==> config.mk <==
export PLATFORM = sky130hd
export DESIGN_NAME = pu_msp430_mac_sequencer
export DESIGN_NICKNAME = d
export VERILOG_FILES = /design/src/rtl/pu_msp430_mpy_pkg.sv /design/src/rtl/pu_msp430_mac_sequencer.sv
export SDC_FILE = /design/constraint.sdc
export NUM_CORES = 1
export LEC_CHECK = 0
export CAP_MARGIN = 20
export CORE_MARGIN = 8
export CORE_UTILIZATION = 35
export DETAILED_ROUTE_END_ITERATION = 16
export PLACE_DENSITY = 0.73
export SYNTH_ARGS = -nofsm -noshare
export SYNTH_HDL_FRONTEND = slang
export SYNTH_SLANG_ARGS = --single-unit
==> constraint.sdc <==
create_clock -name mclk -period 2.6 [get_ports mclk]
set_clock_uncertainty 0.15 [all_clocks]
set_input_delay 0.52 -clock mclk [delete_from_list [all_inputs] [get_ports mclk]]
set_output_delay 0.52 -clock mclk [all_outputs]
set_load 0.01 [all_outputs]
==> src/rtl/pu_msp430_mpy_pkg.sv <==
`default_nettype none
// ============================================================================
//  Module      : pu_msp430_mpy_pkg
//  Description : Shared constants for the hardware multiplier register map
//                and the MAC sequencer state type. The offsets are the byte
//                offsets that the multiplier itself decodes.
//  Revision    : 1.0 - initial release
// ============================================================================
package pu_msp430_mpy_pkg;

    // Default byte base address of the multiplier block.
    localparam logic [14:0] c_MPY_BASE_DFLT = 15'h0130;

    // Byte offsets from the multiplier base.
    localparam logic [3:0] c_OFS_OP1_MPY  = 4'h0;
    localparam logic [3:0] c_OFS_OP1_MPYS = 4'h2;
    localparam logic [3:0] c_OFS_OP1_MAC  = 4'h4;
    localparam logic [3:0] c_OFS_OP1_MACS = 4'h6;
    localparam logic [3:0] c_OFS_OP2      = 4'h8;
    localparam logic [3:0] c_OFS_RESLO    = 4'hA;
    localparam logic [3:0] c_OFS_RESHI    = 4'hC;
    localparam logic [3:0] c_OFS_SUMEXT   = 4'hE;

    typedef enum logic [2:0] {
        S_IDLE   = 3'd0,
        S_WR_OP1 = 3'd1,
        S_WR_OP2 = 3'd2,
        S_GAP    = 3'd3,
        S_RD_LO  = 3'd4,
        S_RD_HI  = 3'd5,
        S_RD_EXT = 3'd6,
        S_RESP   = 3'd7
    } mac_state_t;

endpackage
`default_nettype wire

==> src/rtl/pu_msp430_mac_sequencer.sv <==
`default_nettype none
// ============================================================================
//  Module      : pu_msp430_mac_sequencer
//  Description : Peripheral-bus initiator that runs the hardware multiplier
//                as a MAC engine. Takes a stream of operand pairs, writes
//                OP1_MPY(S)/OP1_MAC(S) and OP2 for each, then reads RESLO,
//                RESHI and SUMEXT back into one 48-bit result.
//  Ports       : mclk, puc_rst_n          - clock, async active-low reset
//                cmd_valid/ready/op1/op2/last/signed - operand pair stream
//                res_valid/ready/data/count - job result and pair count
//                busy                     - job in progress
//                bus_req, bus_gnt         - arbiter request / grant
//                per_addr/din/en/we/dout  - peripheral bus master interface
//  Revision    : 1.0 - initial release
// ============================================================================
module pu_msp430_mac_sequencer
    import pu_msp430_mpy_pkg::*;
#(
    parameter logic [14:0] MPY_BASE = c_MPY_BASE_DFLT,
    parameter int          GAP_CYC  = 2,
    parameter int          CNT_W    = 8
) (
    input  logic             mclk,
    input  logic             puc_rst_n,
    input  logic             cmd_valid,
    output logic             cmd_ready,
    input  logic [15:0]      cmd_op1,
    input  logic [15:0]      cmd_op2,
    input  logic             cmd_last,
    input  logic             cmd_signed,
    output logic             res_valid,
    input  logic             res_ready,
    output logic [47:0]      res_data,
    output logic [CNT_W-1:0] res_count,
    output logic             busy,
    output logic             bus_req,
    input  logic             bus_gnt,
    output logic [13:0]      per_addr,
    output logic [15:0]      per_din,
    output logic             per_en,
    output logic [1:0]       per_we,
    input  logic [15:0]      per_dout
);

    // The GAP state always lasts at least one cycle so that a following pair
    // can be offered; with GAP_CYC of 0 or 1 that single cycle is the final one.
    localparam int                 c_GAP_W    = (GAP_CYC > 1) ? $clog2(GAP_CYC) : 1;
    localparam logic [c_GAP_W-1:0] c_GAP_LOAD = (GAP_CYC > 0) ? c_GAP_W'(GAP_CYC - 1) : '0;
    localparam logic [CNT_W-1:0]   c_CNT_MAX  = '1;

    mac_state_t         r_state;
    mac_state_t         w_state_nxt;
    logic [15:0]        r_op1;
    logic [15:0]        r_op2;
    logic               r_last;
    logic               r_signed;
    logic               r_first;
    logic [c_GAP_W-1:0] r_gap_cnt;
    logic [CNT_W-1:0]   r_cnt;
    logic [47:0]        r_res;

    logic               w_gap_done;
    logic               w_ready;
    logic               w_access;
    logic               w_write;
    logic [3:0]         w_ofs;
    logic [15:0]        w_din;
    logic               w_cmd_hs;

    assign w_gap_done = (r_gap_cnt == '0);
    assign cmd_ready  = w_ready & puc_rst_n;
    assign w_cmd_hs   = cmd_valid & cmd_ready;

    // ------------------------------------------------------------------------
    // Next-state and per-state bus outputs
    // ------------------------------------------------------------------------
    always_comb begin
        w_state_nxt = r_state;
        w_ready     = 1'b0;
        w_access    = 1'b0;
        w_write     = 1'b0;
        w_ofs       = 4'h0;
        w_din       = 16'h0000;
        case (r_state)
            S_IDLE: begin
                w_ready = 1'b1;
                if (cmd_valid) w_state_nxt = S_WR_OP1;
            end
            S_WR_OP1: begin
                w_access = 1'b1;
                w_write  = 1'b1;
                w_din    = r_op1;
                // The first pair uses MPY/MPYS so any stale accumulator is cleared.
                if (r_first) w_ofs = r_signed ? c_OFS_OP1_MPYS : c_OFS_OP1_MPY;
                else         w_ofs = r_signed ? c_OFS_OP1_MACS : c_OFS_OP1_MAC;
                if (bus_gnt) w_state_nxt = S_WR_OP2;
            end
            S_WR_OP2: begin
                w_access = 1'b1;
                w_write  = 1'b1;
                w_din    = r_op2;
                w_ofs    = c_OFS_OP2;
                if (bus_gnt) w_state_nxt = S_GAP;
            end
            S_GAP: begin
                if (w_gap_done) begin
                    if (r_last) begin
                        w_state_nxt = S_RD_LO;
                    end else begin
                        w_ready = 1'b1;
                        if (cmd_valid) w_state_nxt = S_WR_OP1;
                    end
                end
            end
            S_RD_LO: begin
                w_access = 1'b1;
                w_ofs    = c_OFS_RESLO;
                if (bus_gnt) w_state_nxt = S_RD_HI;
            end
            S_RD_HI: begin
                w_access = 1'b1;
                w_ofs    = c_OFS_RESHI;
                if (bus_gnt) w_state_nxt = S_RD_EXT;
            end
            S_RD_EXT: begin
                w_access = 1'b1;
                w_ofs    = c_OFS_SUMEXT;
                if (bus_gnt) w_state_nxt = S_RESP;
            end
            S_RESP: begin
                if (res_ready) w_state_nxt = S_IDLE;
            end
            default: w_state_nxt = S_IDLE;
        endcase
    end

    assign bus_req   = w_access;
    assign per_en    = w_access & bus_gnt;
    assign per_we    = (w_write & bus_gnt) ? 2'b11 : 2'b00;
    assign per_addr  = w_access ? 14'((MPY_BASE + {11'b0, w_ofs}) >> 1) : 14'h0000;
    assign per_din   = w_din;
    assign busy      = (r_state != S_IDLE);
    assign res_valid = (r_state == S_RESP);
    assign res_data  = r_res;
    assign res_count = r_cnt;

    // ------------------------------------------------------------------------
    // State register
    // ------------------------------------------------------------------------
    always_ff @(posedge mclk or negedge puc_rst_n) begin
        if (!puc_rst_n) r_state <= S_IDLE;
        else            r_state <= w_state_nxt;
    end

    // ------------------------------------------------------------------------
    // Operand capture, pair counter, gap counter and result assembly
    // ------------------------------------------------------------------------
    always_ff @(posedge mclk or negedge puc_rst_n) begin
        if (!puc_rst_n) begin
            r_op1     <= 16'h0000;
            r_op2     <= 16'h0000;
            r_last    <= 1'b0;
            r_signed  <= 1'b0;
            r_first   <= 1'b0;
            r_gap_cnt <= '0;
            r_cnt     <= '0;
            r_res     <= 48'h0;
        end else begin
            if (w_cmd_hs) begin
                r_op1  <= cmd_op1;
                r_op2  <= cmd_op2;
                r_last <= cmd_last;
                if (r_state == S_IDLE) begin
                    // Signedness is a job property, fixed by the first pair.
                    r_signed <= cmd_signed;
                    r_first  <= 1'b1;
                    r_cnt    <= CNT_W'(1);
                end else begin
                    r_first <= 1'b0;
                    if (r_cnt != c_CNT_MAX) r_cnt <= r_cnt + CNT_W'(1);
                end
            end

            if ((r_state == S_WR_OP2) && bus_gnt)
                r_gap_cnt <= c_GAP_LOAD;
            else if ((r_state == S_GAP) && !w_gap_done)
                r_gap_cnt <= r_gap_cnt - c_GAP_W'(1);

            if (bus_gnt) begin
                case (r_state)
                    S_RD_LO:  r_res[15:0]  <= per_dout;
                    S_RD_HI:  r_res[31:16] <= per_dout;
                    S_RD_EXT: r_res[47:32] <= per_dout;
                    default:  ;
                endcase
            end
        end
    end

endmodule
`default_nettype wire

==> results of run 1 <==
==> how the worst max path moves through the flow <==
stage / from / endpoint / slack, ns
after floorplan: r_state[2] / per_we[1] / 0.28
after global placement: bus_gnt / per_en / 0.13
after detailed placement: bus_gnt / per_en / 0.13
after CTS: r_state[1] / per_din[11] / -0.06
after global routing: r_state[2] / bus_req / -0.09
final: r_state[1] / cmd_ready / 0.007
==> area by class of cell <==
type / instances / area (sq um) / share of cell area (%)
Clock buffer: 9 / 225 / 3.65
Clock inverter: 7 / 103 / 1.66
Inverter: 3 / 11.3 / 0.182
Multi-Input combinational cell: 247 / 1650 / 26.7
Sequential cell: 95 / 2380 / 38.5
Tap cell: 147 / 184 / 2.98
Timing Repair Buffer: 162 / 1630 / 26.4
==> sequential cells by signal, summed over array words and instances, names as in the netlist <==
register / cells
r_op2: 16
r_first: 1
r_signed: 1
res_count: 8
r_last: 1
r_op1: 16
r_state: 3
r_gap_cnt: 1
res_data: 48
==> per-layer routing <==
metal	part of all wire (%)	up-vias	wire, um
met5	0	-	0
met2	45	134	5060
li1	-	1550	-
met1	45	1589	5140
met3	8.4	12	949
met4	1.4	0	159
==> critical path, cell delays in order (launching register included) <==
cell             delay (ns)
dfrtp_1                0.40
buf_6                  0.20
and4bb_2               0.31
o211a_1                0.15
clkdlybuf4s50_1        0.53
==> timing repair <==
action	in CTS	in global routing
pin swaps	0	1
setup endpoints to repair	26	17
gates resized for setup	14	11
setup buffers	0	1
hold buffers	0	0
==> per-stage QoR <==
stage	power, mW	TNS [ns]	area [sq um]
after global routing	7.56	-0.600	6180
after CTS	7.20	-0.433	6140
after global placement	5.66	0	5810
after floorplan	4.00	0	4200
after detailed placement	5.78	0	5810
final	7.10	0	6180
==> cell families after synthesis <==
| family | count (synthesis) | share of synthesized area (%) |
|---|---|---|
| AOI/OAI and AO/OA | 53 | 9.32 |
| DFF | 95 | 56.9 |
| adders and majority gates | 1 | 0.300 |
| and+or+nand+nor | 134 | 14.7 |
| buffers and inverters | 36 | 4.97 |
| muxes | 50 | 13.5 |
| other | 1 | 0.0898 |
| xor gates and xnor gates | 1 | 0.210 |
==> cell usage after synthesis, drive strengths merged, types with 3 or more instances <==
| cell | instances |
|---|---|
| nor2 | 6 |
| buf | 30 |
| nor3 | 3 |
| o21ai | 4 |
| o31ai | 4 |
| nand2 | 104 |
| a21oi | 14 |
| nand3 | 3 |
| mux2 | 49 |
| a22o | 17 |
| clkbuf | 3 |
| dfrtp | 95 |
| nor2b | 4 |
==> where the power goes <==
| group | leakage [nW] | total, mW | switching [mW] | internal (mW) |
|---|---|---|---|---|
| Combinational | 1.62 | 3.17 | 1.39 | 1.78 |
| Clock | 0.157 | 1.42 | 0.571 | 0.853 |
| Sequential | 1.20 | 2.51 | 0.393 | 2.12 |
| Total | 2.98 | 7.10 | 2.35 | 4.75 |
==> results.sh, run 1 <==
export IMPL_ant_nets=0
export IMPL_synthToLayoutAreaGrowth_pct=47.9
export IMPL_root_buffer="clkbuf_16"
export IMPL_slew_viol_final=0
export IMPL_syn_area_per_cell_sq_um=11.3
export IMPL_min_period_ns=2.59
export IMPL_yosys_warnings=0
export IMPL_slew_headroom_pct=45.8
export IMPL_num_rows=40
export IMPL_numCtsBuffers=9
export IMPL_antenna_found_initial=0
export IMPL_met1_usage_pct=18.1
export IMPL_clk_latency_ns=0.33
export IMPL_fin_cells=670
export IMPL_synth_area_sq_mm=0.00418
export IMPL_rsz0062_at_grt="yes"
export IMPL_mostFrequentLayoutCells="clkdlybuf4s50_1, nand2_1, dfrtp_1, mux2_2, buf_4"
export IMPL_clockBufferDepth=2
export IMPL_gp_congestion=0.831
export IMPL_synth_top_cell_by_area="dfrtp_1"
export IMPL_dp_cells=653
export IMPL_clock_sinks=95
export IMPL_worstPathMaxFanout=17
export IMPL_final_layout_size_suffix_gt1_share_pct=17.2
export IMPL_final_common_cell="clkdlybuf4s50_1"
export IMPL_hpwl_mm=8.61
export IMPL_synth_top_area_share_pct=56.9
export IMPL_design_die_area_sq_mm=0.0157
export IMPL_grt_pass1_vias=3514
export IMPL_start_util_pct=35.3
export IMPL_p_leak_nw=2.98
export IMPL_tightest_slew_ns=0.812
export IMPL_end_kind="output pin"
export IMPL_fin_nets=574
export IMPL_hold_worst_slack_ns=0.0950
export IMPL_crit_type="reg2out"
export IMPL_tritoncts="yes"
export IMPL_outcome="finished, final reports clean"
export IMPL_netlist_instances=371
export IMPL_dr_pass1_iters=4
export IMPL_die_h_um=125
export IMPL_antenna_cells=0
export IMPL_synth_edff_count=0
export IMPL_post_route_drc_count=0
export IMPL_num_vias=3285
export IMPL_io_buffers=139
export IMPL_r2r_setup_slack_ns=0.54
export IMPL_fillCellCount=1042
export IMPL_ys_seq_elements=95
export IMPL_min_delay_path_class="in2async"
export IMPL_setup_ws_ns=0.00736
export IMPL_ir_drop_uv=402
export IMPL_drt_iter0_drc=191
export IMPL_io_pins=148
export IMPL_wl_per_cell_um=16.9
export IMPL_overflow=0
export IMPL_r2r_end="res_count[4]"
export IMPL_yosys_top_cells_area="dfrtp_1, mux2_2, nand2_1"
export IMPL_fin_crit_sh_pct=99.7
export IMPL_fmax_mhz=386
export IMPL_worstPathArrival_ns=1.92
export IMPL_fp_coreArea_sq_mm=0.0118
export IMPL_die_x_um=125
export IMPL_ys_seq_area_share_pct=56.9
export IMPL_grt_total_usage_pct=14.6
export IMPL_utilization_pct=52.3
export IMPL_drt_vias_per_instance=4.90
export IMPL_hold_violations=0
export IMPL_cp_required_ns=1.93
export IMPL_r2r_start="r_state[1]"
export IMPL_cp_start_kind="flip-flop"
export IMPL_use_met2_pct=22.5
export IMPL_reg2reg_depth=6
export IMPL_htree_levels=3
export IMPL_ys_async_sr_fraction_pct=100
export IMPL_busiest_layer="met2"
export IMPL_synth_ff_type="dfrtp_1"
export IMPL_use_met3_pct=5.48
export IMPL_synth_cell_type_count=45
export IMPL_grt_max_degree=67
export IMPL_clkSlewWorstSetupHoldPaths_ns=0.07
export IMPL_wl_mm=11.3
export IMPL_dpl_worst_slack_ns=0.126
export IMPL_drv_cap=0
export IMPL_powerDensity_mw_per_mm2=1150
export IMPL_grt_pass1_wl_mm=18.4
export IMPL_finalSetupViolCount=0
(Power assumes the default switching activity.)
==> run 2: changes to the inputs <==
--- a/config.mk
+++ b/config.mk
@@ -10,6 +10,7 @@
 export CORE_UTILIZATION = 35
 export DETAILED_ROUTE_END_ITERATION = 16
 export PLACE_DENSITY = 0.73
+export SLEW_MARGIN = 20
 export SYNTH_ARGS = -nofsm -noshare
 export SYNTH_HDL_FRONTEND = slang
 export SYNTH_SLANG_ARGS = --single-unit
==> results of run 2 <==
Same layout as run 1: the final DEF is identical, and so are final timing and power.
==> run 3: changes to the inputs <==
--- a/config.mk
+++ b/config.mk
@@ -7,9 +7,9 @@
 export LEC_CHECK = 0
 export CAP_MARGIN = 20
 export CORE_MARGIN = 8
-export CORE_UTILIZATION = 35
+export CORE_UTILIZATION = 45
 export DETAILED_ROUTE_END_ITERATION = 16
-export PLACE_DENSITY = 0.73
+export PLACE_DENSITY = 0.88
 export SLEW_MARGIN = 20
 export SYNTH_ARGS = -nofsm -noshare
 export SYNTH_HDL_FRONTEND = slang
==> run 3 against run 2 <==
Effect of this change: sequential cell count unchanged; power decreased by 5.2%; cell count decreased by 4.9%; final area decreased by 2.1%; fmax increased by 3.4%; first-iteration DRC count decreased by 32%; largest power group unchanged; sequential power about the same; sequential share of layout area increased by 0.88 points; highest routed layer unchanged; clock power decreased by 35%; wire length increased by 3.0%; setup slack improved by 0.085 ns; critical path depth increased by 2; critical endpoint is now per_we[1].
==> results.sh, run 3 (synthesis results as in run 1) <==
export IMPL_htree_levels=3
export IMPL_cp_start_kind="flip-flop"
export IMPL_tritoncts="yes"
export IMPL_cp_required_ns=1.93
export IMPL_min_delay_path_class="in2async"
export IMPL_synthToLayoutAreaGrowth_pct=44.9
export IMPL_use_met3_pct=4.62
export IMPL_cp_depth=6
export IMPL_fin_crit_sh_pct=96.4
export IMPL_tns_ns=0
export IMPL_fin_cells=637
export IMPL_num_rows=35
export IMPL_hold_violations=0
export IMPL_grt_pass1_vias=3579
export IMPL_utilization_pct=66.4
export IMPL_drt_iter0_drc=129
export IMPL_hold_worst_slack_ns=0.225
export IMPL_gp_congestion=0.771
export IMPL_dp_cells=612
export IMPL_pwr_share_clk_pct=13.6
export IMPL_slew_headroom_pct=48.9
export IMPL_dr_pass1_iters=4
export IMPL_drv_cap=0
export IMPL_io_buffers=139
export IMPL_use_met2_pct=32.2
export IMPL_power_mw=6.73
export IMPL_seqPwrFrac_pct=37.2
export IMPL_wl_per_cell_um=18.3
export IMPL_critPathSlowestCell="dfrtp_2"
export IMPL_final_layout_size_suffix_gt1_share_pct=18.1
export IMPL_grt_total_usage_pct=18.2
export IMPL_internal_power_mw=4.31
export IMPL_io_pins=148
export IMPL_design_die_area_sq_mm=0.0126
export IMPL_dpl_worst_slack_ns=0.101
export IMPL_setup_ws_ns=0.0923
export IMPL_final_area_sq_mm=0.00605
export IMPL_clk_latency_ns=0.35
export IMPL_p_leak_nw=2.91
export IMPL_grt_pass1_wl_mm=18.5
export IMPL_met1_usage_pct=20.0
export IMPL_grt_max_degree=87
export IMPL_busiest_layer="met2"
export IMPL_post_route_drc_count=0
export IMPL_p_comb_share_pct=49.1
export IMPL_tightest_slew_ns=0.767
export IMPL_placed_cell_area_sq_mm=0.00572
export IMPL_end_kind="output pin"
export IMPL_power_switching_mw=2.42
export IMPL_slew_viol_final=0
export IMPL_drt_vias_per_instance=5.21
export IMPL_numCtsBuffers=9
export IMPL_fin_nets=577
export IMPL_clock_sinks=95
export IMPL_die_x_um=112
export IMPL_max_stage_delay_ns=0.43
export IMPL_final_common_cell="clkdlybuf4s50_1"
export IMPL_fp_coreArea_sq_mm=0.00911
export IMPL_antenna_found_initial=0
export IMPL_cp_top_family="buffers and inverters"
export IMPL_swShare_pct=35.9
export IMPL_hpwl_mm=8.38
export IMPL_antenna_cells=0
export IMPL_ir_drop_uv=533
export IMPL_die_h_um=112
export IMPL_critPathMostFrequentCell="nor2b_4"
export IMPL_clkSlewWorstSetupHoldPaths_ns=0.10
export IMPL_ant_nets=0
export IMPL_wl_mm=11.7
export IMPL_worstPathArrival_ns=1.84
export IMPL_overflow=0
export IMPL_crit_type="reg2out"
export IMPL_path_buf_inv=3
export IMPL_mostFrequentLayoutCells="clkdlybuf4s50_1, nand2_1, dfrtp_1, mux2_2, dlygate4sd2_1"
export IMPL_outcome="finished, final reports clean"
export IMPL_fmax_mhz=399
export IMPL_root_buffer="clkbuf_8"
export IMPL_worstPathMaxFanout=9
export IMPL_finalSetupViolCount=0
export IMPL_clockBufferDepth=2
export IMPL_start_util_pct=45.8
export IMPL_num_vias=3321
export IMPL_largest_reg_flops=48
export IMPL_powerDensity_mw_per_mm2=1110
export IMPL_reg2reg_depth=7
export IMPL_crit_chain="nor2b_4 -> nor2b_4 -> buf_4 -> buf_6 -> o21a_1 -> clkdlybuf4s15_1"
export IMPL_min_period_ns=2.51
==> run 3: cell types whose count changed in the layout (fill, tap and decap cells not counted), sizes merged <==
cell / previous run / this run
clkinv: 3 / 6
bufinv: 2 / 0
dlygate4sd3: 0 / 1
clkdlybuf4s15: 0 / 2
dlygate4sd2: 10 / 19
dlymetal6s2s: 9 / 3
buf: 24 / 25
clkbuf: 9 / 10
clkinvlp: 1 / 0
clkdlybuf4s50: 119 / 114
==> run 3: repair_timing <==
| item | CTS | global route |
|---|---|---|
| pin swaps | 0 | 2 |
| hold buffers | 1 | 0 |
| buffers inserted | 4 | 2 |
| gates resized for setup | 31 | 14 |
| cloned | 1 | 1 |
| endpoints found under the hold margin | 9 | 0 |
| setup endpoints to repair | 27 | 15 |
==> run 3: worst paths after layout <==
check	startpoint	endpoint	slack [ns]
min in group mclk	r_op1[5]	r_op1[5]	0.34
setup reg to reg	r_state[1]	r_state[1]	0.31
setup / recovery	r_state[1]	per_we[1]	0.09
hold reg to reg	r_op1[5]	r_op1[5]	0.34
max in group asynchronous	puc_rst_n	r_state[2]	1.38
hold / removal	puc_rst_n	res_count[7]	0.23
==> run 3: worst reg2reg max path: cells and delay by family (launching register included) <==
kind            cells  cell delay (ns)
compound gates      2             0.82
buf+inv             3             0.45
flops               1             0.46
simple gates        2             0.30
==> run 3: cell type report <==
class | count | area [sq um]
clock buffer | 9 | 124
clock inverter | 7 | 67.6
fill | 735 | 3060
inverter | 3 | 13.8
multi-input combinational | 247 | 1670
sequential | 95 | 2380
tap | 111 | 139
timing repair buffer | 165 | 1660
==> run 3: power groups by stage <==
stage	Clock (mW)	Sequential, mW	Combinational [mW]
2_1_floorplan	0	2.61	1.39
3_3_place_gp	0	2.47	3.11
3_5_place_dp	0	2.52	3.21
4_1_cts	0.953	2.49	3.24
5_1_grt	1.01	2.58	3.56
6_report	0.918	2.51	3.31
==> run 3: routing by layer <==
metal	vias to the layer above	wire length, um
met3	22	594
met4	0	340
li1	1560	-
met5	-	0
met2	94	6070
met1	1645	4650
